## src/rtl/wb_rr_arbiter_if.sv

```systemverilog
// Bus bundle for wb_rr_arbiter: NM packed Wishbone B3 master ports plus one
// shared slave port. The arbiter uses the slave modport (it is the slave seen
// by the masters); whatever drives the masters and models the shared slave
// uses the master modport.
interface wb_rr_arbiter_if #(
  parameter int unsigned NM = 4,
  parameter int unsigned dw = 32,
  parameter int unsigned aw = 15
);
  // master side, field i packed at [i*width +: width]
  logic [NM-1:0]    m_cyc_i;
  logic [NM-1:0]    m_stb_i;
  logic [NM-1:0]    m_we_i;
  logic [NM*aw-1:0] m_adr_i;
  logic [NM*dw-1:0] m_dat_i;
  logic [NM*4-1:0]  m_sel_i;
  logic [NM*3-1:0]  m_cti_i;
  logic [NM*2-1:0]  m_bte_i;
  logic [NM-1:0]    m_ack_o;
  logic [NM-1:0]    m_err_o;
  logic [NM-1:0]    m_rty_o;
  logic [dw-1:0]    m_dat_o;

  // shared slave side
  logic             s_cyc_o;
  logic             s_stb_o;
  logic             s_we_o;
  logic [aw-1:0]    s_adr_o;
  logic [dw-1:0]    s_dat_o;
  logic [3:0]       s_sel_o;
  logic [2:0]       s_cti_o;
  logic [1:0]       s_bte_o;
  logic             s_ack_i;
  logic             s_err_i;
  logic             s_rty_i;
  logic [dw-1:0]    s_dat_i;

  modport slave (
    input  m_cyc_i, m_stb_i, m_we_i, m_adr_i, m_dat_i, m_sel_i, m_cti_i, m_bte_i,
    output m_ack_o, m_err_o, m_rty_o, m_dat_o,
    output s_cyc_o, s_stb_o, s_we_o, s_adr_o, s_dat_o, s_sel_o, s_cti_o, s_bte_o,
    input  s_ack_i, s_err_i, s_rty_i, s_dat_i
  );

  modport master (
    output m_cyc_i, m_stb_i, m_we_i, m_adr_i, m_dat_i, m_sel_i, m_cti_i, m_bte_i,
    input  m_ack_o, m_err_o, m_rty_o, m_dat_o,
    input  s_cyc_o, s_stb_o, s_we_o, s_adr_o, s_dat_o, s_sel_o, s_cti_o, s_bte_o,
    output s_ack_i, s_err_i, s_rty_i, s_dat_i
  );
endinterface

```

## src/rtl/wb_rr_arbiter.sv

```systemverilog
// Wishbone B3 round-robin arbiter sharing one slave between NM masters.
// The grant is held for the whole CYC of the winner; one idle cycle separates
// tenures. Optional bus watchdog enabled by defining WB_ARB_WATCHDOG_EN.
module wb_rr_arbiter #(
  parameter int unsigned NM      = 4,
  parameter int unsigned dw      = 32,
  parameter int unsigned aw      = 15,
  parameter int unsigned TIMEOUT = 255,
  parameter int unsigned TW      = 8
) (
  input  logic            wb_clk_i,
  input  logic            wb_rst_i,
  wb_rr_arbiter_if.slave  bus,
  output logic [NM-1:0]   gnt_o,
  output logic            arb_timeout_o
);

  localparam int unsigned LW = (NM > 1) ? $clog2(NM) : 1;

  // Reject unsupported configurations at elaboration
  if (NM < 2 || NM > 8) begin : g_bad_nm
    $error("wb_rr_arbiter: NM must be 2..8");
  end
  if (TW < 32 && TIMEOUT >= (32'd1 << TW)) begin : g_bad_tw
    $error("wb_rr_arbiter: TIMEOUT must fit in TW bits");
  end

  typedef enum logic {
    ST_IDLE  = 1'b0,
    ST_GRANT = 1'b1
  } state_e;

  state_e         state_c;
  logic [NM-1:0]  gnt_q, gnt_d;
  logic [LW-1:0]  last_q, last_d;
  logic           found_c;
  int unsigned    idx_c;
  logic           owner_cyc_c;
  logic           owner_stb_c;
  logic           wdt_hit_c;

  // State is implied by the grant vector
  always_comb state_c = (|gnt_q) ? ST_GRANT : ST_IDLE;

  assign owner_cyc_c = |(bus.m_cyc_i & gnt_q);
  assign owner_stb_c = |(bus.m_stb_i & gnt_q);

  // Next grant: rotating-priority pick in idle, hold until owner drops CYC
  always_comb begin
    gnt_d   = gnt_q;
    last_d  = last_q;
    found_c = 1'b0;
    idx_c   = 0;
    unique case (state_c)
      ST_IDLE: begin
        for (int unsigned k = 1; k <= NM; k++) begin
          idx_c = (32'(last_q) + k) % NM;
          if (!found_c && bus.m_cyc_i[LW'(idx_c)]) begin
            found_c = 1'b1;
            gnt_d   = NM'(1) << LW'(idx_c);
            last_d  = LW'(idx_c);
          end
        end
      end
      ST_GRANT: begin
        if (!owner_cyc_c) gnt_d = '0;
      end
    endcase
  end

  // Grant and rotation pointer; master 0 has top priority after reset
  always_ff @(posedge wb_clk_i) begin
    if (!wb_rst_i) begin
      gnt_q  <= '0;
      last_q <= LW'(NM - 1);
    end else begin
      gnt_q  <= gnt_d;
      last_q <= last_d;
    end
  end

  // Forward the granted master's request fields; all zero with no grant
  always_comb begin
    bus.s_we_o  = 1'b0;
    bus.s_adr_o = '0;
    bus.s_dat_o = '0;
    bus.s_sel_o = '0;
    bus.s_cti_o = '0;
    bus.s_bte_o = '0;
    for (int unsigned i = 0; i < NM; i++) begin
      if (gnt_q[i]) begin
        bus.s_we_o  = bus.m_we_i[i];
        bus.s_adr_o = bus.m_adr_i[i*aw +: aw];
        bus.s_dat_o = bus.m_dat_i[i*dw +: dw];
        bus.s_sel_o = bus.m_sel_i[i*4 +: 4];
        bus.s_cti_o = bus.m_cti_i[i*3 +: 3];
        bus.s_bte_o = bus.m_bte_i[i*2 +: 2];
      end
    end
  end

  // Handshake: a watchdog hit withdraws the cycle and errors the owner
  assign bus.s_cyc_o = owner_cyc_c & ~wdt_hit_c;
  assign bus.s_stb_o = owner_stb_c & ~wdt_hit_c;
  assign bus.m_ack_o = {NM{bus.s_ack_i}} & gnt_q;
  assign bus.m_err_o = ({NM{bus.s_err_i}} | {NM{wdt_hit_c}}) & gnt_q;
  assign bus.m_rty_o = {NM{bus.s_rty_i}} & gnt_q;
  assign bus.m_dat_o = bus.s_dat_i;

  assign gnt_o         = gnt_q;
  assign arb_timeout_o = wdt_hit_c;

`ifdef WB_ARB_WATCHDOG_EN
  logic [TW-1:0] wdt_q, wdt_d;

  // Count strobed cycles with no slave termination
  always_comb begin
    wdt_d = wdt_q + TW'(1);
    if (!(|gnt_q) || !owner_stb_c || wdt_hit_c ||
        bus.s_ack_i || bus.s_err_i || bus.s_rty_i) begin
      wdt_d = '0;
    end
  end

  // Watchdog counter register
  always_ff @(posedge wb_clk_i) begin
    if (!wb_rst_i) wdt_q <= '0;
    else           wdt_q <= wdt_d;
  end

  assign wdt_hit_c = (wdt_q == TW'(TIMEOUT));
`else
  assign wdt_hit_c = 1'b0;
`endif

endmodule
```

## src/flat_wrapper.sv

```systemverilog
// flat-port wrapper written by rule: the top's interface ports become plain ports
module wb_rr_arbiter_flat 
#(
  parameter int unsigned NM      = 4,
  parameter int unsigned dw      = 32,
  parameter int unsigned aw      = 15,
  parameter int unsigned TIMEOUT = 255,
  parameter int unsigned TW      = 8
)
  (wb_clk_i, wb_rst_i, gnt_o, arb_timeout_o, bus_m_cyc_i, bus_m_stb_i, bus_m_we_i, bus_m_adr_i, bus_m_dat_i, bus_m_sel_i, bus_m_cti_i, bus_m_bte_i, bus_m_ack_o, bus_m_err_o, bus_m_rty_o, bus_m_dat_o, bus_s_cyc_o, bus_s_stb_o, bus_s_we_o, bus_s_adr_o, bus_s_dat_o, bus_s_sel_o, bus_s_cti_o, bus_s_bte_o, bus_s_ack_i, bus_s_err_i, bus_s_rty_i, bus_s_dat_i);
  wb_rr_arbiter_if #(.NM(NM), .dw(dw), .aw(aw)) bus_i ();
  input  logic wb_clk_i;
  input  logic wb_rst_i;
  output logic [NM-1:0] gnt_o;
  output logic arb_timeout_o;
  input wire logic [$bits(bus_i.m_cyc_i)-1:0] bus_m_cyc_i;
  input wire logic [$bits(bus_i.m_stb_i)-1:0] bus_m_stb_i;
  input wire logic [$bits(bus_i.m_we_i)-1:0] bus_m_we_i;
  input wire logic [$bits(bus_i.m_adr_i)-1:0] bus_m_adr_i;
  input wire logic [$bits(bus_i.m_dat_i)-1:0] bus_m_dat_i;
  input wire logic [$bits(bus_i.m_sel_i)-1:0] bus_m_sel_i;
  input wire logic [$bits(bus_i.m_cti_i)-1:0] bus_m_cti_i;
  input wire logic [$bits(bus_i.m_bte_i)-1:0] bus_m_bte_i;
  output wire logic [$bits(bus_i.m_ack_o)-1:0] bus_m_ack_o;
  output wire logic [$bits(bus_i.m_err_o)-1:0] bus_m_err_o;
  output wire logic [$bits(bus_i.m_rty_o)-1:0] bus_m_rty_o;
  output wire logic [$bits(bus_i.m_dat_o)-1:0] bus_m_dat_o;
  output wire logic [$bits(bus_i.s_cyc_o)-1:0] bus_s_cyc_o;
  output wire logic [$bits(bus_i.s_stb_o)-1:0] bus_s_stb_o;
  output wire logic [$bits(bus_i.s_we_o)-1:0] bus_s_we_o;
  output wire logic [$bits(bus_i.s_adr_o)-1:0] bus_s_adr_o;
  output wire logic [$bits(bus_i.s_dat_o)-1:0] bus_s_dat_o;
  output wire logic [$bits(bus_i.s_sel_o)-1:0] bus_s_sel_o;
  output wire logic [$bits(bus_i.s_cti_o)-1:0] bus_s_cti_o;
  output wire logic [$bits(bus_i.s_bte_o)-1:0] bus_s_bte_o;
  input wire logic [$bits(bus_i.s_ack_i)-1:0] bus_s_ack_i;
  input wire logic [$bits(bus_i.s_err_i)-1:0] bus_s_err_i;
  input wire logic [$bits(bus_i.s_rty_i)-1:0] bus_s_rty_i;
  input wire logic [$bits(bus_i.s_dat_i)-1:0] bus_s_dat_i;
  assign bus_i.m_cyc_i = bus_m_cyc_i;
  assign bus_i.m_stb_i = bus_m_stb_i;
  assign bus_i.m_we_i = bus_m_we_i;
  assign bus_i.m_adr_i = bus_m_adr_i;
  assign bus_i.m_dat_i = bus_m_dat_i;
  assign bus_i.m_sel_i = bus_m_sel_i;
  assign bus_i.m_cti_i = bus_m_cti_i;
  assign bus_i.m_bte_i = bus_m_bte_i;
  assign bus_m_ack_o = bus_i.m_ack_o;
  assign bus_m_err_o = bus_i.m_err_o;
  assign bus_m_rty_o = bus_i.m_rty_o;
  assign bus_m_dat_o = bus_i.m_dat_o;
  assign bus_s_cyc_o = bus_i.s_cyc_o;
  assign bus_s_stb_o = bus_i.s_stb_o;
  assign bus_s_we_o = bus_i.s_we_o;
  assign bus_s_adr_o = bus_i.s_adr_o;
  assign bus_s_dat_o = bus_i.s_dat_o;
  assign bus_s_sel_o = bus_i.s_sel_o;
  assign bus_s_cti_o = bus_i.s_cti_o;
  assign bus_s_bte_o = bus_i.s_bte_o;
  assign bus_i.s_ack_i = bus_s_ack_i;
  assign bus_i.s_err_i = bus_s_err_i;
  assign bus_i.s_rty_i = bus_s_rty_i;
  assign bus_i.s_dat_i = bus_s_dat_i;
  wb_rr_arbiter #(.NM(NM), .dw(dw), .aw(aw), .TIMEOUT(TIMEOUT), .TW(TW)) u_core (.wb_clk_i(wb_clk_i), .wb_rst_i(wb_rst_i), .bus(bus_i), .gnt_o(gnt_o), .arb_timeout_o(arb_timeout_o));
endmodule
```

## config.mk

```make
export PLATFORM = sky130hd
export DESIGN_NAME = wb_rr_arbiter_flat
export DESIGN_NICKNAME = d
export VERILOG_FILES = /design/src/rtl/wb_rr_arbiter_if.sv /design/src/rtl/wb_rr_arbiter.sv /design/src/flat_wrapper.sv
export SDC_FILE = /design/constraint.sdc
export NUM_CORES = 1
export LEC_CHECK = 0
export BUFFER_PORTS_ARGS = -buffer_cell sky130_fd_sc_hd__buf_4
export CORE_AREA = 2 2 148 150
export CTS_BUF_LIST = sky130_fd_sc_hd__clkbuf_8
export CTS_CLUSTER_DIAMETER = 100
export DETAILED_ROUTE_END_ITERATION = 10
export DIE_AREA = 0 0 150 152
export GPL_TIMING_DRIVEN = 1
export PLACE_DENSITY_LB_ADDON = 0.05
export SLEW_MARGIN = 20
export SYNTH_ARGS = -nofsm -noshare
export SYNTH_HDL_FRONTEND = slang
export SYNTH_SLANG_ARGS = --single-unit
```

## constraint.sdc

```tcl
create_clock -name wb_clk_i -period 4.5 [get_ports wb_clk_i]
set_input_delay 0.45 -clock wb_clk_i [delete_from_list [all_inputs] [get_ports wb_clk_i]]
set_output_delay 0.45 -clock wb_clk_i [all_outputs]
set_load 0.02 [all_outputs]
```

==> metrics.md <==
| Metric | Value |
|---|---|
| Final routed wirelength across all metal layers | 18.3 mm |
| Final worst path period share | 62.6% |
| Pin count of the biggest net entering global routing | 86 |
| RD Place Congestion | 0.824 |
| Pre-antenna DRT Iters | 4 |
| Later-pin clock latency in the skew report | 230 ps |
| Worst Clk Skew | 4.60 ps |
| Number of top-level pins | 381 |
| Kind of critical path | flip-flop to primary output |
| Largest stage delay on the critical path | 590 ps |
| Drc violations | 0 |
| Vertical die dimension | 152 um |
| Number of distinct library cell variants in the gate-level netlist after synthesis | 47 |
| Maximum VDD drop | 290 uV |
| Headroom to the max-slew limit | 38.0% |
| Reg clk slew, reported paths | 40 ps |
| Die Footprint | 22800 um^2 |
| Maximum clock path buffer count | 2 |
| Final Net Count | 921 |
| Overflow left after global routing | 0 |
| Max Fclk | 0.355 GHz |
| Status | finished clean |
| Ys flop type | dfxtp_1 |
| Clock root buffer | clkbuf_8 |
| Endpoint class of the critical path | primary output |
| CTS tree | yes |
| Std-Cell Core Area | 21400 um^2 |
| Critical Path RT | 4050 ps |
| Number of instances in the synthesized netlist | 401 |
| Ratio of cells with drive above 1 in the final layout | 52.2% |
| Layout Cells excl Fill | 926 |
| Type of the worst min-delay path | input port to flip-flop |
| Antenna cell count | 0 |
| Vias per cell | 4.36 |
| Register bit total from synthesis | 6 |
| Endpoint arrival time on the critical path | 2370 ps |
| Row count | 54 |
| Number of enable-type register cells in the synthesized netlist | 0 |
| Hold Fails Final Rpt | 0 |
| Synth-to-layout area growth | 94.7% |
| Final count of negative-setup-slack endpoints | 0 |
| Largest fanout on the critical path | 32 |
| Slew at the pin closest to its max-slew limit | 930 ps |
| Leakage power of the design | 2.28 nW |
| TritonCTS sink count | 6 |
| Number of cells after detailed placement | 922 |
| Number of buffers inserted during clock tree synthesis | 3 |
| Die width | 150 um |
| CTS Hold Buffers Added | 0 |
| Most numerous cell on the critical path | o21ai_1 |
| Net Count, Synth | 675 |
| Sequential area share after synthesis | 4.78% |
| Syn avg cell area | 6.27 um^2 |
| Number of slew-limit violations in the final report | 0 |
| Pwr dens | 682 nW/um^2 |
| Number of H-tree branching levels | 1 |
| Global routing usage summed across all routing layers | 14.7% |
| Number of antenna-violating nets in the routed design | 0 |
| Unrepaired setup endpoints after global routing | no |
| IO buf count | 315 |
| Drt first-iter violations | 189 |
| Summed instance area of the synthesized netlist | 2510 um^2 |
| Yosys warning total | 0 |
| First-pass GRT wire length | 25.6 mm |
| Buffers inserted during post-CTS setup optimization | 0 |
| Synth async-reset ratio | 0% |
| Startpoint types | flip-flop |
| Resized Gates After CTS | 0 |
| Total via count in the routed design | 4038 |
| Max-cap viol count | 0 |
| CP max-delay cell | nor2_4 |
| HPWL after DPL | 14.0 mm |
| Min Tclk post-route | 2820 ps |
| Antenna violations before repair | 0 |
| Vias in the first global route | 3938 |
| Cell-by-cell trace of the critical path | inv_2 > nor2_4 > buf_12 > a221o_1 > o21ai_1 > o21ai_1 > buf_4 |
| Starting Density | 11.8% |
| Average wire per standard cell | 19.7 um |
| Aggregate negative setup slack | 0 ps |
[through the flow]
step	utilization (%)	setup slack, ps	instance area [um^2]	total power [W]	hold slack [ps]
floorplan	-	2420	2510	0.00203	528
global placement	22.7	1910	4840	0.00331	616
detailed placement	22.7	1880	4850	0.00331	623
CTS	22.9	1620	4890	0.00341	437
global route	22.9	1520	4890	0.00361	436
finish	22.9	1680	4890	0.00334	441
[worst max-delay path, delay by kind of cell, from the launching register on]
kind / cells / cell delay, ps
AO/OA/AOI/OAI: 3 / 480
flip-flops: 1 / 450
buffers and inverters: 3 / 590
AND/OR/NAND/NOR: 1 / 590
[sequential cells by signal, summed over array words and instances (netlist names)]
| name | count |
|---|---|
| u_core.gnt_o | 4 |
| u_core.last_q | 2 |
[cell families after synthesis]
group | after synthesis | synth area share [%]
compound gates | 203 | 55.1
simple gates | 100 | 19.0
buf+inv | 87 | 18.8
flops | 6 | 4.78
mux | 2 | 1.29
fa+ha+maj | 1 | 0.498
other cells | 1 | 0.149
xor+xnor | 1 | 0.349
[area by class of cell]
| type | instances | area [um^2] |
|---|---|---|
| flip-flops and latches | 6 | 126 |
| clock inverters | 1 | 3.75 |
| fillers | 2460 | 16500 |
| multi-input cells | 308 | 1930 |
| repair buffers | 319 | 2410 |
| inverters | 9 | 36.3 |
| well taps | 280 | 350 |
| clock buffers | 3 | 41.3 |
[final timing paths]
check	startpoint	to	slack, ps	cells past startpoint
worst min register to register	u_core.gnt_o[0]	u_core.gnt_o[0]	620	2
worst min-delay path	wb_rst_i	u_core.last_q[0]	440	2
worst max-delay path	u_core.gnt_o[0]	bus_s_dat_o[23]	1680	7
worst max register to register	u_core.last_q[1]	u_core.gnt_o[2]	2190	8
[cells in the final DEF, fill, tap and decap left out, drive strengths merged, types with 2 or more instances in the layout]
cell,n
a21oi,8
a221o,58
a221oi,3
a22oi,2
a31oi,2
a32o,2
and2,14
buf,319
clkbuf,3
dfxtp,6
inv,10
nand2,63
nand2b,2
nand3,3
nor2,7
nor2b,3
o21ai,118
o32ai,3
[per-layer routing]
layer | vias to the layer above | track usage (%) | wire (um)
met3 | 12 | 1.95 | 1010
met2 | 134 | 29.6 | 10200
met5 | - | 0 | 0
met4 | 0 | 1.75 | 197
li1 | 1982 | - | -
met1 | 1910 | 16.4 | 6820
[where the power goes]
| group | internal (W) | switching, W |
|---|---|---|
| sequential | 0.0000806 | 0.000115 |
| clock | 0.0000590 | 0.0000274 |
| combinational | 0.00133 | 0.00173 |
| total | 0.00147 | 0.00187 |
[synthesized netlist by cell type (all sizes together) (2+ instances only)]
cell type / count / area [um^2]
nand3: 3 / 15.0
o21ai: 118 / 594
a21oi: 8 / 43.8
nor2: 7 / 26.3
buf: 45 / 315
a221oi: 3 / 26.3
nand2: 63 / 236
inv: 9 / 33.8
a32o: 2 / 21.3
a31oi: 2 / 18.8
o32ai: 3 / 26.3
a221o: 58 / 581
clkbuf: 33 / 124
nor2b: 3 / 18.8
dfxtp: 6 / 120
a22oi: 2 / 15.0
and2: 14 / 87.6
nand2b: 2 / 12.5
(Power assumes the default switching activity.)
